## config.mk

```make
export PLATFORM = sky130hd
export DESIGN_NAME = lz4_buf_ctrl_flat
export DESIGN_NICKNAME = d
export VERILOG_FILES = /design/src/rtl/lz4_buf_ctrl_if.sv /design/src/rtl/lz4_buf_ctrl.sv /design/src/flat_wrapper.sv
export SDC_FILE = /design/constraint.sdc
export NUM_CORES = 1
export LEC_CHECK = 0
export BUFFER_PORTS_ARGS = -buffer_cell sky130_fd_sc_hd__buf_4
export CORE_ASPECT_RATIO = 0.6
export CORE_MARGIN = 4
export CORE_UTILIZATION = 49
export DETAILED_ROUTE_END_ITERATION = 8
export GPL_ROUTABILITY_DRIVEN = 0
export HOLD_SLACK_MARGIN = 0.05
export PLACE_DENSITY_LB_ADDON = 0.1
export SLEW_MARGIN = 20
export SYNTH_ARGS = -nofsm -noshare
export SYNTH_HDL_FRONTEND = slang
export SYNTH_SLANG_ARGS = --single-unit
```

## constraint.sdc

```tcl
create_clock -name clk -period 11.9 [get_ports clk]
set_input_delay 2.38 -clock clk [delete_from_list [all_inputs] [get_ports clk]]
set_output_delay 2.38 -clock clk [all_outputs]
set_load 0.005 [all_outputs]
```

## src/rtl/lz4_buf_ctrl_if.sv

```systemverilog
// Bundles every handshake and bus signal around the LZ4 history-buffer
// controller: block start/done, upstream word stream, match-finder read
// port, and the strobes/data exchanged with the history buffer itself.
interface lz4_buf_ctrl_if;
  // block control
  logic        start;
  logic        done;
  // upstream word stream
  logic [31:0] in_data;
  logic        in_valid;
  logic        in_last;
  logic        in_ready;
  // match-finder read port
  logic        rd_req;
  logic [31:0] rd_addr;
  logic        rd_grant;
  logic [31:0] rd_data;
  logic        rd_valid;
  logic        rd_miss;
  // history buffer side
  logic        buf_clean;
  logic        buf_unable;
  logic        compress_end;
  logic [31:0] buf_idword;
  logic        buf_idvalid;
  logic [31:0] buf_waddr;
  logic        buf_full;
  logic        buf_rdreq;
  logic [31:0] buf_raddr;
  logic [31:0] buf_odata;
  logic        buf_ovalid;
  logic        move_valid;
  logic [15:0] move_distance;
  logic [31:0] head_addr;

  // the controller
  modport master (
    input  start, in_data, in_valid, in_last, rd_req, rd_addr,
           buf_unable, buf_full, buf_odata, buf_ovalid, head_addr,
    output done, in_ready, rd_grant, rd_data, rd_valid, rd_miss,
           buf_clean, compress_end, buf_idword, buf_idvalid, buf_waddr,
           buf_rdreq, buf_raddr, move_valid, move_distance
  );

  // everything around the controller (stream source, match finder, buffer)
  modport slave (
    output start, in_data, in_valid, in_last, rd_req, rd_addr,
           buf_unable, buf_full, buf_odata, buf_ovalid, head_addr,
    input  done, in_ready, rd_grant, rd_data, rd_valid, rd_miss,
           buf_clean, compress_end, buf_idword, buf_idvalid, buf_waddr,
           buf_rdreq, buf_raddr, move_valid, move_distance
  );
endinterface

```

## src/rtl/lz4_buf_ctrl.sv

```systemverilog
// Sequencer/arbiter for the LZ4 history buffer. Runs each block through
// clean, fill (with window slides as needed) and drain, and shares the
// buffer's single access slot between the word writer and the match finder.
module lz4_buf_ctrl #(
  parameter logic [15:0] SLIDE_BYTES = 16'd4096
) (
  input logic           clk,
  input logic           rstN,
  lz4_buf_ctrl_if.master bus
);

  typedef enum logic [2:0] {
    ST_IDLE, ST_CLEAN, ST_FILL, ST_SLIDE, ST_SETTLE, ST_DRAIN, ST_END, ST_DONE
  } state_t;

  state_t      state_q, state_d;
  logic [31:0] wptr_q, wptr_d;
  logic        rr_q, rr_d;
  logic        rd_busy_q, rd_busy_d;
  logic        done_q, done_d;
  logic        buf_clean_q, buf_clean_d;
  logic        compress_end_q, compress_end_d;
  logic        buf_idvalid_q, buf_idvalid_d;
  logic [31:0] buf_idword_q, buf_idword_d;
  logic [31:0] buf_waddr_q, buf_waddr_d;
  logic        buf_rdreq_q, buf_rdreq_d;
  logic [31:0] buf_raddr_q, buf_raddr_d;
  logic        move_valid_q, move_valid_d;
  logic [15:0] move_distance_q, move_distance_d;
  logic [31:0] rd_data_q, rd_data_d;
  logic        rd_valid_q, rd_valid_d;
  logic        rd_miss_q, rd_miss_d;

  logic        grant_wr, grant_rd;
  logic        wr_elig, rd_elig;
  logic [31:0] rd_off, win_len;
  logic        rd_out_of_window, slide_ok;

  assign wr_elig          = bus.in_valid & ~bus.buf_full;
  assign rd_elig          = bus.rd_req & ~rd_busy_q;
  assign rd_off           = bus.rd_addr - bus.head_addr;
  assign win_len          = wptr_q - bus.head_addr;
  assign rd_out_of_window = (rd_off >= win_len);
  assign slide_ok         = bus.in_valid & bus.buf_full & (win_len >= {16'd0, SLIDE_BYTES});

  // Next-state, arbitration and next values of all registered outputs
  always_comb begin
    state_d         = state_q;
    wptr_d          = wptr_q;
    rr_d            = rr_q;
    rd_busy_d       = rd_busy_q;
    done_d          = 1'b0;
    buf_clean_d     = 1'b0;
    compress_end_d  = 1'b0;
    buf_idvalid_d   = 1'b0;
    buf_idword_d    = buf_idword_q;
    buf_waddr_d     = buf_waddr_q;
    buf_rdreq_d     = 1'b0;
    buf_raddr_d     = buf_raddr_q;
    move_valid_d    = 1'b0;
    move_distance_d = 16'd0;
    rd_data_d       = rd_data_q;
    rd_valid_d      = 1'b0;
    rd_miss_d       = 1'b0;
    grant_wr        = 1'b0;
    grant_rd        = 1'b0;

    // a return only counts while a read is outstanding, so stale data after reset is dropped
    if (bus.buf_ovalid && rd_busy_q) begin
      rd_data_d  = bus.buf_odata;
      rd_valid_d = 1'b1;
      rd_busy_d  = 1'b0;
    end

    case (state_q)
      ST_IDLE: begin
        if (bus.start) begin
          state_d     = ST_CLEAN;
          buf_clean_d = 1'b1;
        end
      end
      ST_CLEAN: begin
        wptr_d = 32'd0;
        if (!bus.buf_unable) state_d = ST_FILL;
      end
      ST_FILL: begin
        if (wr_elig && rd_elig) begin
          grant_rd = ~rr_q;
          grant_wr = rr_q;
          rr_d     = ~rr_q;
        end else begin
          grant_wr = wr_elig;
          grant_rd = rd_elig;
        end
        if (grant_wr) begin
          buf_idvalid_d = 1'b1;
          buf_idword_d  = bus.in_data;
          buf_waddr_d   = wptr_q;
          wptr_d        = wptr_q + 32'd4;
          if (bus.in_last) state_d = ST_DRAIN;
        end
        if (grant_rd) begin
          if (rd_out_of_window) begin
            rd_valid_d = 1'b1;
            rd_miss_d  = 1'b1;
            rd_data_d  = 32'd0;
          end else begin
            buf_rdreq_d = 1'b1;
            buf_raddr_d = bus.rd_addr;
            rd_busy_d   = 1'b1;
          end
        end
        if (slide_ok) begin
          state_d         = ST_SLIDE;
          move_valid_d    = 1'b1;
          move_distance_d = SLIDE_BYTES;
        end
      end
      ST_SLIDE:  state_d = ST_SETTLE;
      ST_SETTLE: state_d = ST_FILL;
      ST_DRAIN: begin
        if (!rd_busy_q) begin
          state_d        = ST_END;
          compress_end_d = 1'b1;
        end
      end
      ST_END: begin
        state_d = ST_DONE;
        done_d  = 1'b1;
      end
      ST_DONE:  state_d = ST_IDLE;
      default:  state_d = ST_IDLE;
    endcase
  end

  // State and registered outputs; reset aborts whatever is in progress
  always_ff @(posedge clk or negedge rstN) begin
    if (!rstN) begin
      state_q         <= ST_IDLE;
      wptr_q          <= 32'd0;
      rr_q            <= 1'b0;
      rd_busy_q       <= 1'b0;
      done_q          <= 1'b0;
      buf_clean_q     <= 1'b0;
      compress_end_q  <= 1'b0;
      buf_idvalid_q   <= 1'b0;
      buf_idword_q    <= 32'd0;
      buf_waddr_q     <= 32'd0;
      buf_rdreq_q     <= 1'b0;
      buf_raddr_q     <= 32'd0;
      move_valid_q    <= 1'b0;
      move_distance_q <= 16'd0;
      rd_data_q       <= 32'd0;
      rd_valid_q      <= 1'b0;
      rd_miss_q       <= 1'b0;
    end else begin
      state_q         <= state_d;
      wptr_q          <= wptr_d;
      rr_q            <= rr_d;
      rd_busy_q       <= rd_busy_d;
      done_q          <= done_d;
      buf_clean_q     <= buf_clean_d;
      compress_end_q  <= compress_end_d;
      buf_idvalid_q   <= buf_idvalid_d;
      buf_idword_q    <= buf_idword_d;
      buf_waddr_q     <= buf_waddr_d;
      buf_rdreq_q     <= buf_rdreq_d;
      buf_raddr_q     <= buf_raddr_d;
      move_valid_q    <= move_valid_d;
      move_distance_q <= move_distance_d;
      rd_data_q       <= rd_data_d;
      rd_valid_q      <= rd_valid_d;
      rd_miss_q       <= rd_miss_d;
    end
  end

  assign bus.in_ready      = grant_wr;
  assign bus.rd_grant      = grant_rd;
  assign bus.done          = done_q;
  assign bus.buf_clean     = buf_clean_q;
  assign bus.compress_end  = compress_end_q;
  assign bus.buf_idvalid   = buf_idvalid_q;
  assign bus.buf_idword    = buf_idword_q;
  assign bus.buf_waddr     = buf_waddr_q;
  assign bus.buf_rdreq     = buf_rdreq_q;
  assign bus.buf_raddr     = buf_raddr_q;
  assign bus.move_valid    = move_valid_q;
  assign bus.move_distance = move_distance_q;
  assign bus.rd_data       = rd_data_q;
  assign bus.rd_valid      = rd_valid_q;
  assign bus.rd_miss       = rd_miss_q;

endmodule

```

## src/flat_wrapper.sv

```systemverilog
// flat-port wrapper written by rule: the top's interface ports become plain ports
module lz4_buf_ctrl_flat 
#(
  parameter logic [15:0] SLIDE_BYTES = 16'd4096
)
  (clk, rstN, bus_start, bus_in_data, bus_in_valid, bus_in_last, bus_rd_req, bus_rd_addr, bus_buf_unable, bus_buf_full, bus_buf_odata, bus_buf_ovalid, bus_head_addr, bus_done, bus_in_ready, bus_rd_grant, bus_rd_data, bus_rd_valid, bus_rd_miss, bus_buf_clean, bus_compress_end, bus_buf_idword, bus_buf_idvalid, bus_buf_waddr, bus_buf_rdreq, bus_buf_raddr, bus_move_valid, bus_move_distance);
  lz4_buf_ctrl_if bus_i ();
  input logic clk;
  input logic rstN;
  input wire logic [$bits(bus_i.start)-1:0] bus_start;
  input wire logic [$bits(bus_i.in_data)-1:0] bus_in_data;
  input wire logic [$bits(bus_i.in_valid)-1:0] bus_in_valid;
  input wire logic [$bits(bus_i.in_last)-1:0] bus_in_last;
  input wire logic [$bits(bus_i.rd_req)-1:0] bus_rd_req;
  input wire logic [$bits(bus_i.rd_addr)-1:0] bus_rd_addr;
  input wire logic [$bits(bus_i.buf_unable)-1:0] bus_buf_unable;
  input wire logic [$bits(bus_i.buf_full)-1:0] bus_buf_full;
  input wire logic [$bits(bus_i.buf_odata)-1:0] bus_buf_odata;
  input wire logic [$bits(bus_i.buf_ovalid)-1:0] bus_buf_ovalid;
  input wire logic [$bits(bus_i.head_addr)-1:0] bus_head_addr;
  output wire logic [$bits(bus_i.done)-1:0] bus_done;
  output wire logic [$bits(bus_i.in_ready)-1:0] bus_in_ready;
  output wire logic [$bits(bus_i.rd_grant)-1:0] bus_rd_grant;
  output wire logic [$bits(bus_i.rd_data)-1:0] bus_rd_data;
  output wire logic [$bits(bus_i.rd_valid)-1:0] bus_rd_valid;
  output wire logic [$bits(bus_i.rd_miss)-1:0] bus_rd_miss;
  output wire logic [$bits(bus_i.buf_clean)-1:0] bus_buf_clean;
  output wire logic [$bits(bus_i.compress_end)-1:0] bus_compress_end;
  output wire logic [$bits(bus_i.buf_idword)-1:0] bus_buf_idword;
  output wire logic [$bits(bus_i.buf_idvalid)-1:0] bus_buf_idvalid;
  output wire logic [$bits(bus_i.buf_waddr)-1:0] bus_buf_waddr;
  output wire logic [$bits(bus_i.buf_rdreq)-1:0] bus_buf_rdreq;
  output wire logic [$bits(bus_i.buf_raddr)-1:0] bus_buf_raddr;
  output wire logic [$bits(bus_i.move_valid)-1:0] bus_move_valid;
  output wire logic [$bits(bus_i.move_distance)-1:0] bus_move_distance;
  assign bus_i.start = bus_start;
  assign bus_i.in_data = bus_in_data;
  assign bus_i.in_valid = bus_in_valid;
  assign bus_i.in_last = bus_in_last;
  assign bus_i.rd_req = bus_rd_req;
  assign bus_i.rd_addr = bus_rd_addr;
  assign bus_i.buf_unable = bus_buf_unable;
  assign bus_i.buf_full = bus_buf_full;
  assign bus_i.buf_odata = bus_buf_odata;
  assign bus_i.buf_ovalid = bus_buf_ovalid;
  assign bus_i.head_addr = bus_head_addr;
  assign bus_done = bus_i.done;
  assign bus_in_ready = bus_i.in_ready;
  assign bus_rd_grant = bus_i.rd_grant;
  assign bus_rd_data = bus_i.rd_data;
  assign bus_rd_valid = bus_i.rd_valid;
  assign bus_rd_miss = bus_i.rd_miss;
  assign bus_buf_clean = bus_i.buf_clean;
  assign bus_compress_end = bus_i.compress_end;
  assign bus_buf_idword = bus_i.buf_idword;
  assign bus_buf_idvalid = bus_i.buf_idvalid;
  assign bus_buf_waddr = bus_i.buf_waddr;
  assign bus_buf_rdreq = bus_i.buf_rdreq;
  assign bus_buf_raddr = bus_i.buf_raddr;
  assign bus_move_valid = bus_i.move_valid;
  assign bus_move_distance = bus_i.move_distance;
  lz4_buf_ctrl #(.SLIDE_BYTES(SLIDE_BYTES)) u_core (.clk(clk), .rstN(rstN), .bus(bus_i));
endmodule
```

* Word level (Yosys, flattened, before mapping) *
Index checks and enable logic that the tools add are counted.

word-level totals
  register bits = 189
  latch bits = 0
  RAM bits = 0
  ROM bits = 0
  input port bits = 137
  output and inout port bits = 154
  logic and storage cells = 96
  memories = 0

cells by class
  add/sub/neg operators = 3
  $mul = 0
  divide/modulo/power cells = 0
  magnitude comparators = 2
  equal/unequal tests = 13
  shift operators = 0
  mux-type cells = 44
  bitwise logic cells = 8
  reduce and logical (&&, ||, !) cells = 9

operators by type and width
  cell                                                                                    number
  32-bit two-way mux                                                                      5
  32-bit one-hot mux with 2 select lines                                                  1
  32-bit subtractor                                                                       2
  32-bit by 3-bit adder with 32-bit output (second input constant)                        1
  32-bit by 13-bit greater-or-equal comparator with 1-bit output (second input constant)  1
  32-bit greater-or-equal comparator                                                      1
  1-bit two-way mux                                                                       29
  3-bit one-hot mux with 8 select lines                                                   1
  3-bit two-way mux                                                                       6
  16-bit two-way mux                                                                      1
  13-bit two-way mux                                                                      1
  3-bit == test (second input constant)                                                   4
  3-bit by 2-bit == test with 1-bit output (second input constant)                        2
  2-bit != test (second input constant)                                                   3
  2-bit AND reduction                                                                     3
  5-bit AND reduction                                                                     1
  1-bit AND                                                                               4
  1-bit NOT                                                                               4
  3-bit by 1-bit == test with 1-bit output (second input constant)                        1
  3-bit zero test                                                                         1
  3-bit by 1-bit != test with 1-bit output (second input constant)                        1
  3-bit by 2-bit != test with 1-bit output (second input constant)                        1
  3-bit AND reduction                                                                     1
  1-bit logical AND                                                                       2
  2 further kinds                                                                         2

* Longest topological paths before layout *
Gate-level depths: netlist (run 1).

  depth after elaboration = 8
  depth in mapped cells = 26
  gate-level depth less buffers = 24

* Worst setup path after synthesis (run 1) *
Ideal clock, no wire load.

  path kind = input -> register
  start = input port bus_rd_addr[0]
  end = register u_core.buf_raddr_q[10], in the netlist u_core.bus.buf_raddr[10]
  setup time = 0.125 ns
  data arrival time = 6.893 ns
  path slack = 4.883 ns
  stages on the path = 26
  cell sequence = inv_1 ha_1 inv_1 fa_1 a211oi_1 o21ai_0 a2111oi_0 or4_1 a31oi_1 a211oi_1 inv_1 a21oi_1 xnor2_1 ha_1 a21o_1 a21o_1 a21o_1 a21oi_1 nor2b_1 o21ai_0 nand2b_1 a21oi_1 and3_1 clkbuf_1 buf_2 mux2_2

on the way
  cells in the longest elaborated chain, start to end = 4

RTL lines
  element                             RTL line             source
  from (decl)                         flat_wrapper.sv:15   input wire logic [$bits(bus_i.rd_addr)-1:0] bus_rd_addr;
  32-bit subtractor                   lz4_buf_ctrl.sv:41   assign rd_off = bus.rd_addr - bus.head_addr;
  32-bit greater-or-equal comparator  lz4_buf_ctrl.sv:43   assign rd_out_of_window = (rd_off >= win_len);
  1-bit NOT (no line)                 --
  3-bit AND reduction (no line)       --
  to (signal assigned)                lz4_buf_ctrl.sv:168  buf_raddr_q <= buf_raddr_d;
  to (decl)                           lz4_buf_ctrl.sv:27   logic [31:0] buf_raddr_q, buf_raddr_d;

No other way between the ends.
A chain may end at the register's enable or synchronous reset.

* Final worst setup path (run 1) *
  start = input port bus_rd_addr[0]
  end = register u_core.buf_raddr_q[11], in the netlist u_core.bus.buf_raddr[11]

Same word-level chain as after synthesis.

==> results.toml, run 1 <==
[yosys]
yosys.area.top_type = "dfrtp_1"
syn-cell-area_sq_um = 11000
async_flop_share = 1.00
ys_ff_latch = 169
synth_cells = 1148
syn_area_per_cell_sq_um = 9.58
synth_most_common_cell = "dfrtp_1"
synth_edf_count = 0
ys_seq_area_frac = 0.384
yosysWarnings = 0
yosysTopAreaCellShare = 0.384
synth_area_leaders = "dfrtp_1, ha_1, mux2_2"
synth_cell_types = 70
netlist_top_cells_count = "dfrtp_1, nand2_1, a21oi_1, mux2_2, ha_1"
synth-main-ff-cell = "dfrtp_1"

[global_route]
grt_max_degree = 59
grt_pass1_vias = 8895
grt_use_total = 0.241
grt_pass1_wl_microns = 48100
antenna_found_initial = 0
globalRouteOverflowTotal = 0

[clocking]
cts.path.max_buffers = 2
clock_latency_ns = 0.44
post_cts.repair.setup_buffers = 0
ctsResizeCount = 0
cts_root_buffer = "clkbuf_16"
cts_made_buffers = 17
path_clk_slew_ns = 0.07
cts_tree = "done"
cts_hold_buf = 0
cts.sinks = 169
cts_max_level = 4

[place]
place_hpwl_microns = 24000
placed_area_sq_um = 13200
io_buffers = 273

[cells_and_area]
drive_gt1_frac = 0.306
syn_to_final_growth_pct = 25.4
final_area_sq_um = 13800
n_antenna_cell = 0
fin_nets = 1640

[run]
maxCapViolCount = 0

[power]
power.density_nw_per_um2 = 164
leakagePower_nw = 6.94
vdd_drop_max_mv = 0.105

[critical_path]
start_kind = "primary input"
crit_fanout = 34
r2r_start = "u_core.wptr_q[2]"
critPathCaptureType = "register"
arrival_ns = 8.06
crit_type = "in2reg"
rr_endpoint = "u_core.bus.buf_raddr[11]"
cp.required_ns = 12.22
worst-r2r-cell-count = 19
reg2reg_slack_ns = 6.72

[detailed_routing]
ant_nets = 0
wl_per_cell_microns = 18.0
drt-total-wl_microns = 30700
drcViolationCount = 0
drt_iter0_markers = 791
vias_per_cell = 5.56
vias = 9480
firstDrtPassIters = 5

[sta]
worst_clock_skew_ns = 0.0158
worstMarginPinSlew_ns = 0.752
finalMaxSlewViolations = 0
max_freq_mhz = 129
min_period_ns = 7.74
tns_ns = 0
fin_crit_sh = 0.650
finalSetupViolCount = 0
rsz0062_at_grt = "false"
slew_headroom = 0.498
hold_violations = 0

[floorplan]
row_count = 42
pin_count = 291
initial_utilization = 0.498
die_h_microns = 124
core_sq_um = 22100
fp.dieArea_sq_um = 25000
fp.dieW_microns = 201

[min_path]
hold_path_end = "u_core.bus.buf_idword[19]"
min_path_type = "reg2reg"
hold_depth = 1
min_from = "u_core.bus.buf_idword[19]"

[run_status]
status = "completed"
-- report_power, final --
part	internal (W)	switching [W]	total, W
Sequential	0.000754	0.000115	0.000869
Clock	0.000293	0.000250	0.000543
Combinational	0.000480	0.000376	0.000856
-- stage by stage --
step	setup slack [ns]	utilization	hold slack [ns]	power [W]	instances
after floorplan	4.88	-	0.466	0.00131	1164
after global placement	4.12	0.599	0.485	0.00171	1673
after detailed placement	3.90	0.599	0.494	0.00173	1674
after CTS	4.31	0.625	0.506	0.00228	1706
after global routing	3.80	0.625	0.526	0.00242	1706
final	4.16	0.625	0.507	0.00227	1706
-- critical path: stages --
cell and delay, ns:
buf_4 0.13, inv_1 0.05, ha_1 0.15, inv_1 0.05, fa_1 0.42, a211oi_1 0.36
o21ai_0 0.29, a2111oi_0 0.69, or4_1 0.24, a31oi_1 0.14, a211oi_1 0.47, inv_1 0.10
a21oi_1 0.19, xnor2_1 0.09, ha_1 0.18, a21o_1 0.15, a21o_1 0.17, a21o_1 0.17
a21oi_1 0.14, nor2b_1 0.06, o21ai_0 0.15, nand2b_1 0.07, a21oi_1 0.20, and3_1 0.18
buf_4 0.41, mux2_2 0.40
-- routing by layer --
metal | up-vias | part of all wire | GRT usage
met5 | - | 0 | 0
met4 | 0 | 0.0086 | 0.0444
met3 | 25 | 0.11 | 0.0846
met2 | 409 | 0.38 | 0.314
met1 | 4450 | 0.50 | 0.378
li1 | 4596 | - | -
-- state kept, by name, summed over array words and instances (netlist names) --
| signal | flops |
|---|---|
| u_core.bus.buf_clean | 1 |
| u_core.bus.buf_idvalid | 1 |
| u_core.bus.buf_idword | 32 |
| u_core.bus.buf_raddr | 32 |
| u_core.bus.buf_rdreq | 1 |
| u_core.bus.buf_waddr | 30 |
| u_core.bus.compress_end | 1 |
| u_core.bus.done | 1 |
| u_core.bus.move_distance | 1 |
| u_core.bus.rd_data | 32 |
| u_core.bus.rd_miss | 1 |
| u_core.bus.rd_valid | 1 |
| u_core.rd_busy_q | 1 |
| u_core.rr_q | 1 |
| u_core.state_q | 3 |
| u_core.wptr_q | 30 |
-- cells in the final DEF (no fill, tap or decap), types with 10 or more instances in the layout --
cell       netlist  routed
clkbuf_16        0      17
nor2_1          72      71
inv_1           57      57
nand3_1         28      28
nand4_1         22      22
o211ai_1        15      15
o21ai_0         46      46
a31oi_1         10      10
ha_1            95      95
mux2_2          96      96
conb_1           1      17
xnor2_1         33      33
nand2_1        119     118
dfrtp_1        169     169
and3_1          12      12
xor2_1          44      44
buf_4           20     278
a21o_1          37      37
nor3_1          15      15
a21oi_1         97      96
-- worst max-delay path by stage --
stage,start,end,slack (ns)
after floorplan,bus_rd_addr[0],u_core.bus.buf_raddr[10],4.88
after global routing,bus_rd_addr[0],u_core.bus.buf_raddr[1],3.80
after detailed placement,bus_rd_addr[0],u_core.bus.buf_raddr[4],3.90
after CTS,bus_rd_addr[0],u_core.bus.buf_raddr[11],4.31
final,bus_rd_addr[0],u_core.bus.buf_raddr[11],4.16
after global placement,bus_rd_addr[0],u_core.bus.buf_raddr[0],4.12
-- area by class of cell --
type	count	area, sq um
clock inverters	14	141
fillers	1917	8270
flip-flops and latches	169	4230
repair buffers	280	2110
clock buffers	18	429
inverters	57	214
well taps	286	358
multi-input cells	882	6320
-- kinds of logic after synthesis --
| logic type | share of synthesized area |
|---|---|
| buf+inv | 0.0480 |
| compound gates | 0.157 |
| mux | 0.0992 |
| fa+ha+maj | 0.110 |
| other cells | 0.000341 |
| xor+xnor | 0.0613 |
| flops | 0.384 |
| simple gates | 0.140 |
Power figures use the tool's default switching activity.
==> run 2, diff against run 1 <==
==> constraint.sdc (replaced) <==
create_clock -name clk -period 7.8 [get_ports clk]
set_input_delay 1.56 -clock clk [delete_from_list [all_inputs] [get_ports clk]]
set_output_delay 1.56 -clock clk [all_outputs]
set_load 0.005 [all_outputs]
==> run 2 against run 1 <==
Sequential power up 52%. Register-to-register slack worse by 4.2 ns. Non-clock buffer count decreased by 1. Power rose by 58%. Routed wire length down 0.28%. First-iteration DRC count fell by 17%. Clock skew decreased by 0.0073 ns. Sequential share of layout area down 0.17 points. Final cell count hardly changed. Design area increased by 0.57%. Global-route usage down 0.12 points. Critical path type unchanged. Critical endpoint is now u_core.bus.buf_raddr[13].
==> results.toml, run 2 (synthesis gave the netlist of run 1 again) <==
[power]
pwr-share-seq = 0.370
vdd_drop_max_mv = 0.164
power.switching_w = 0.00113
power.density_nw_per_um2 = 258
p_int_w = 0.00244
switching_share = 0.317
leakagePower_nw = 6.98
clockPowerShare = 0.266
combPwrFrac = 0.364
power_w = 0.00358

[clocking]
cts_max_level = 4
post_cts.repair.setup_buffers = 0
cts_hold_buf = 0
path_clk_slew_ns = 0.06
cts.path.max_buffers = 2
clock_latency_ns = 0.44
cts_tree = "done"
cts_root_buffer = "clkbuf_16"
cts_made_buffers = 17
ctsResizeCount = 0
cts.sinks = 169

[floorplan]
initial_utilization = 0.498
pin_count = 291
row_count = 42
die_h_microns = 124
fp.dieW_microns = 201
core_sq_um = 22100
fp.dieArea_sq_um = 25000

[critical_path]
start_kind = "primary input"
crit_type = "in2reg"
arrival_ns = 7.18
cp.required_ns = 8.12
critPathCaptureType = "register"
crit_fanout = 34

[cells_and_area]
final_common_cell = "buf_4"
n_antenna_cell = 0
drive_gt1_frac = 0.307
final_area_sq_um = 13900
fin_nets = 1639
final_cell_mix = "buf_4, dfrtp_1, nand2_1"
syn_to_final_growth_pct = 26.2

[sta]
worst_clock_skew_ns = 0.00848
max_freq_mhz = 146
min_period_ns = 6.85
tns_ns = 0
finalSetupViolCount = 0
fin_crit_sh = 0.879
finalMaxSlewViolations = 0
worstMarginPinSlew_ns = 0.851
rsz0062_at_grt = "false"
setup_slack_ns = 0.945
hold_violations = 0
slew_headroom = 0.433

[global_route]
grt_max_degree = 70
grt_pass1_wl_microns = 47800
antenna_found_initial = 0
globalRouteOverflowTotal = 0
grt_use_total = 0.239
grt_pass1_vias = 8907

[detailed_routing]
vias_per_cell = 5.53
drcViolationCount = 0
ant_nets = 0
drt_iter0_markers = 655
drt-total-wl_microns = 30700
vias = 9421
wl_per_cell_microns = 18.0
firstDrtPassIters = 5

[place]
placed_area_sq_um = 13200
place_hpwl_microns = 23900
io_buffers = 273
pre_cts_ws_ns = 0.596

[min_path]
min_path_type = "reg2reg"

[run_status]
status = "completed"

[run]
maxCapViolCount = 0
run 2: cell type report:
class,instances,area [sq um]
multi-input cells,882,6320
well taps,286,358
fillers,1859,8190
repair buffers,279,2100
inverters,57,214
clock buffers,19,453
flip-flops and latches,169,4230
clock inverters,13,210
run 2: worst max-delay path, cell delays in order:
cell and delay, ns:
buf_4 0.12, inv_1 0.05, ha_1 0.16, inv_1 0.06, fa_1 0.42, a211oi_1 0.31
o21ai_0 0.28, a2111oi_0 0.69, or4_1 0.24, a31oi_1 0.13, a211oi_1 0.38, inv_1 0.10
a21oi_1 0.20, xnor2_1 0.09, ha_1 0.19, a21o_1 0.15, a21o_1 0.17, a21o_1 0.18
a21oi_1 0.15, nor2b_1 0.06, o21ai_0 0.17, nand2b_1 0.08, a21oi_1 0.20, and3_1 0.18
buf_4 0.43, mux2_2 0.40
run 2: worst paths after layout:
kind                       cells past startpoint  slack (ns)                startpoint                  endpoint
setup / recovery                              26        0.95            bus_rd_addr[0]  u_core.bus.buf_raddr[13]
hold / removal                                 1        0.51  u_core.bus.buf_waddr[21]  u_core.bus.buf_waddr[21]
setup reg to reg                              19        2.54          u_core.wptr_q[3]  u_core.bus.buf_raddr[13]
hold reg to reg                                1        0.51  u_core.bus.buf_waddr[21]  u_core.bus.buf_waddr[21]
max in group asynchronous                      2        5.54                      rstN    u_core.bus.rd_data[29]
min in group asynchronous                      1        1.02                      rstN   u_core.bus.buf_raddr[6]
run 2: power groups by stage:
stage          logic, W  clock network, W  registers (W)
3_3_place_gp    0.00128                 0        0.00133
2_1_floorplan  0.000680                 0        0.00132
3_5_place_dp    0.00131                 0        0.00133
4_1_cts         0.00131          0.000978        0.00132
6_report        0.00130          0.000952        0.00132
5_1_grt         0.00144           0.00101        0.00136
run 2: metrics by stage:
stage	hold WS [ns]	util	cells
after floorplan	0.466	-	1164
after global placement	0.486	0.599	1673
after detailed placement	0.497	0.599	1673
after CTS	0.512	0.629	1705
after global routing	0.518	0.629	1705
final	0.507	0.629	1705
run 2: routing by layer:
metal  share of wire  vias to the layer above  global-route usage  wire [microns]
li1                -                     4586                   -               -
met1            0.50                     4448               0.376           15400
met2            0.38                      370               0.311           11700
met3            0.11                       17              0.0864            3310
met4          0.0085                        0              0.0439             260
met5               0                        -                   0               0
==> run 3, diff against run 2 <==
--- a/config.mk
+++ b/config.mk
@@ -12,7 +12,8 @@
 export DETAILED_ROUTE_END_ITERATION = 8
 export GPL_ROUTABILITY_DRIVEN = 0
 export HOLD_SLACK_MARGIN = 0.05
-export PLACE_DENSITY_LB_ADDON = 0.1
+export PLACE_DENSITY = 0.75
+export SETUP_SLACK_MARGIN = 0.4
 export SLEW_MARGIN = 20
 export SYNTH_ARGS = -nofsm -noshare
 export SYNTH_HDL_FRONTEND = slang
==> run 3 against run 2 <==
Die area unchanged. Non-clock buffer count fell by 2. Clock skew increased by 0.011 ns. Routed wire length increased by 0.45%. Combinational power about the same. Flip-flop and latch count did not move. Register-to-register slack gained 0.06 ns. Critical endpoint is now u_core.bus.buf_raddr[22]. Highest routed layer unchanged.
==> results.toml, run 3 (synthesis gave the netlist of run 1 again) <==
[run_status]
status = "completed"

[critical_path]
critPathCaptureType = "register"
critPathMaxStageDelay_ns = 0.61
crit_buf_inv = 5
slowest_stage = "a2111oi_0"
cp_top_family = "compound AO/OA/AOI/OAI gates"
crit_type = "in2reg"
reg2reg_slack_ns = 2.60
crit_fanout = 34
start_kind = "primary input"
rr_endpoint = "u_core.bus.buf_raddr[22]"
r2r_start = "u_core.wptr_q[9]"
worst-r2r-cell-count = 21
cp.required_ns = 8.11
arrival_ns = 6.98

[sta]
finalMaxSlewViolations = 0
setup_slack_ns = 1.12
finalSetupViolCount = 0
max_freq_mhz = 150
hold_violations = 0
worstMarginPinSlew_ns = 0.959
min_period_ns = 6.68
rsz0062_at_grt = "false"
worst_clock_skew_ns = 0.0199
slew_headroom = 0.361
tns_ns = 0
holdWs_ns = 0.503
fin_crit_sh = 0.856

[clocking]
cts_made_buffers = 17
ctsResizeCount = 0
path_clk_slew_ns = 0.07
cts.sinks = 169
clock_latency_ns = 0.44
cts_root_buffer = "clkbuf_16"
cts_max_level = 4
post_cts.repair.setup_buffers = 0
cts.path.max_buffers = 2
cts_hold_buf = 0
cts_tree = "done"

[place]
place_hpwl_microns = 24200
io_buffers = 273
placed_area_sq_um = 13200
pre_cts_ws_ns = 0.787

[min_path]
min_path_type = "reg2reg"
min_from = "u_core.rr_q"
hold_depth = 1
hold_path_end = "u_core.rr_q"

[global_route]
grt_max_degree = 105
globalRouteOverflowTotal = 0
grt_pass1_wl_microns = 48300
grt_pass1_vias = 9085
grt_use_total = 0.241
antenna_found_initial = 0

[detailed_routing]
vias = 9526
drt-total-wl_microns = 30800
drt_iter0_markers = 827
ant_nets = 0
firstDrtPassIters = 5
vias_per_cell = 5.59
wl_per_cell_microns = 18.1
drcViolationCount = 0

[cells_and_area]
final_cell_mix = "buf_4, dfrtp_1, nand2_1"
fill_cells = 1857
final_area_sq_um = 13800
drive_gt1_frac = 0.306
syn_to_final_growth_pct = 25.7
multi_input_area_sq_um = 6320
fin_nets = 1637
n_antenna_cell = 0
seqCellArea_sq_um = 4230
final_common_cell = "buf_4"

[floorplan]
fp.dieW_microns = 201
fp.dieArea_sq_um = 25000
die_h_microns = 124
row_count = 42
pin_count = 291
initial_utilization = 0.498
core_sq_um = 22100

[power]
leakagePower_nw = 6.96
vdd_drop_max_mv = 0.190
power.density_nw_per_um2 = 254

[run]
maxCapViolCount = 0
[run 3: cell types whose count changed in the layout (fill, tap and decap cells not counted)]
cell | before | now
clkinvlp_4 | 3 | 0
bufinv_16 | 4 | 1
clkinv_4 | 1 | 2
buf_4 | 278 | 276
inv_8 | 3 | 4
clkinv_8 | 1 | 5
clkbuf_8 | 2 | 0
inv_6 | 1 | 3
[run 3: where the power goes]
part | switching (W) | internal [W] | total [W]
combinational | 0.000575 | 0.000730 | 0.00131
sequential | 0.000181 | 0.00115 | 0.00133
clock | 0.000411 | 0.000466 | 0.000877
[run 3: metal layers]
| metal | share of wire | vias to the layer above | global-route usage |
|---|---|---|---|
| li1 | - | 4581 | - |
| met1 | 0.47 | 4510 | 0.366 |
| met2 | 0.40 | 405 | 0.323 |
| met3 | 0.11 | 30 | 0.0893 |
| met4 | 0.012 | 0 | 0.0538 |
| met5 | 0 | - | 0 |
[run 3: worst register-to-register path: cells and delay by family (launching register included)]
family          cells  cell delay, ns
mux                 1            0.41
flops               1            0.47
compound gates      8            1.72
xor+xnor            1            0.20
buf+inv             1            0.41
fa+ha+maj           2            0.63
simple gates        8            1.24
[run 3: per-stage QoR]
step / std cells / utilization / total power [W]
floorplan: 1164 / - / 0.00200
finish: 1703 / 0.626 / 0.00351
CTS: 1703 / 0.626 / 0.00355
global route: 1703 / 0.626 / 0.00374
global placement: 1671 / 0.598 / 0.00260
detailed placement: 1671 / 0.598 / 0.00265
[run 3: layout make-up]
type                    instances  share of cell area
well taps                     286              0.0259
multi-input cells             882               0.457
repair buffers                277               0.151
clock inverters                15              0.0145
flip-flops and latches        169               0.306
inverters                      57              0.0155
clock buffers                  17              0.0308
[run 3: how the worst max path moves through the flow]
stage                     cells after the start           start  slack [ns]                        to
after floorplan                              26  bus_rd_addr[0]        1.60  u_core.bus.buf_raddr[10]
after global placement                       26  bus_rd_addr[0]        1.00   u_core.bus.buf_raddr[4]
after detailed placement                     26  bus_rd_addr[0]        0.79  u_core.bus.buf_raddr[21]
after CTS                                    26  bus_rd_addr[0]        1.23  u_core.bus.buf_raddr[22]
after global routing                         26  bus_rd_addr[0]        0.83  u_core.bus.buf_raddr[22]
final                                        26  bus_rd_addr[0]        1.12  u_core.bus.buf_raddr[22]
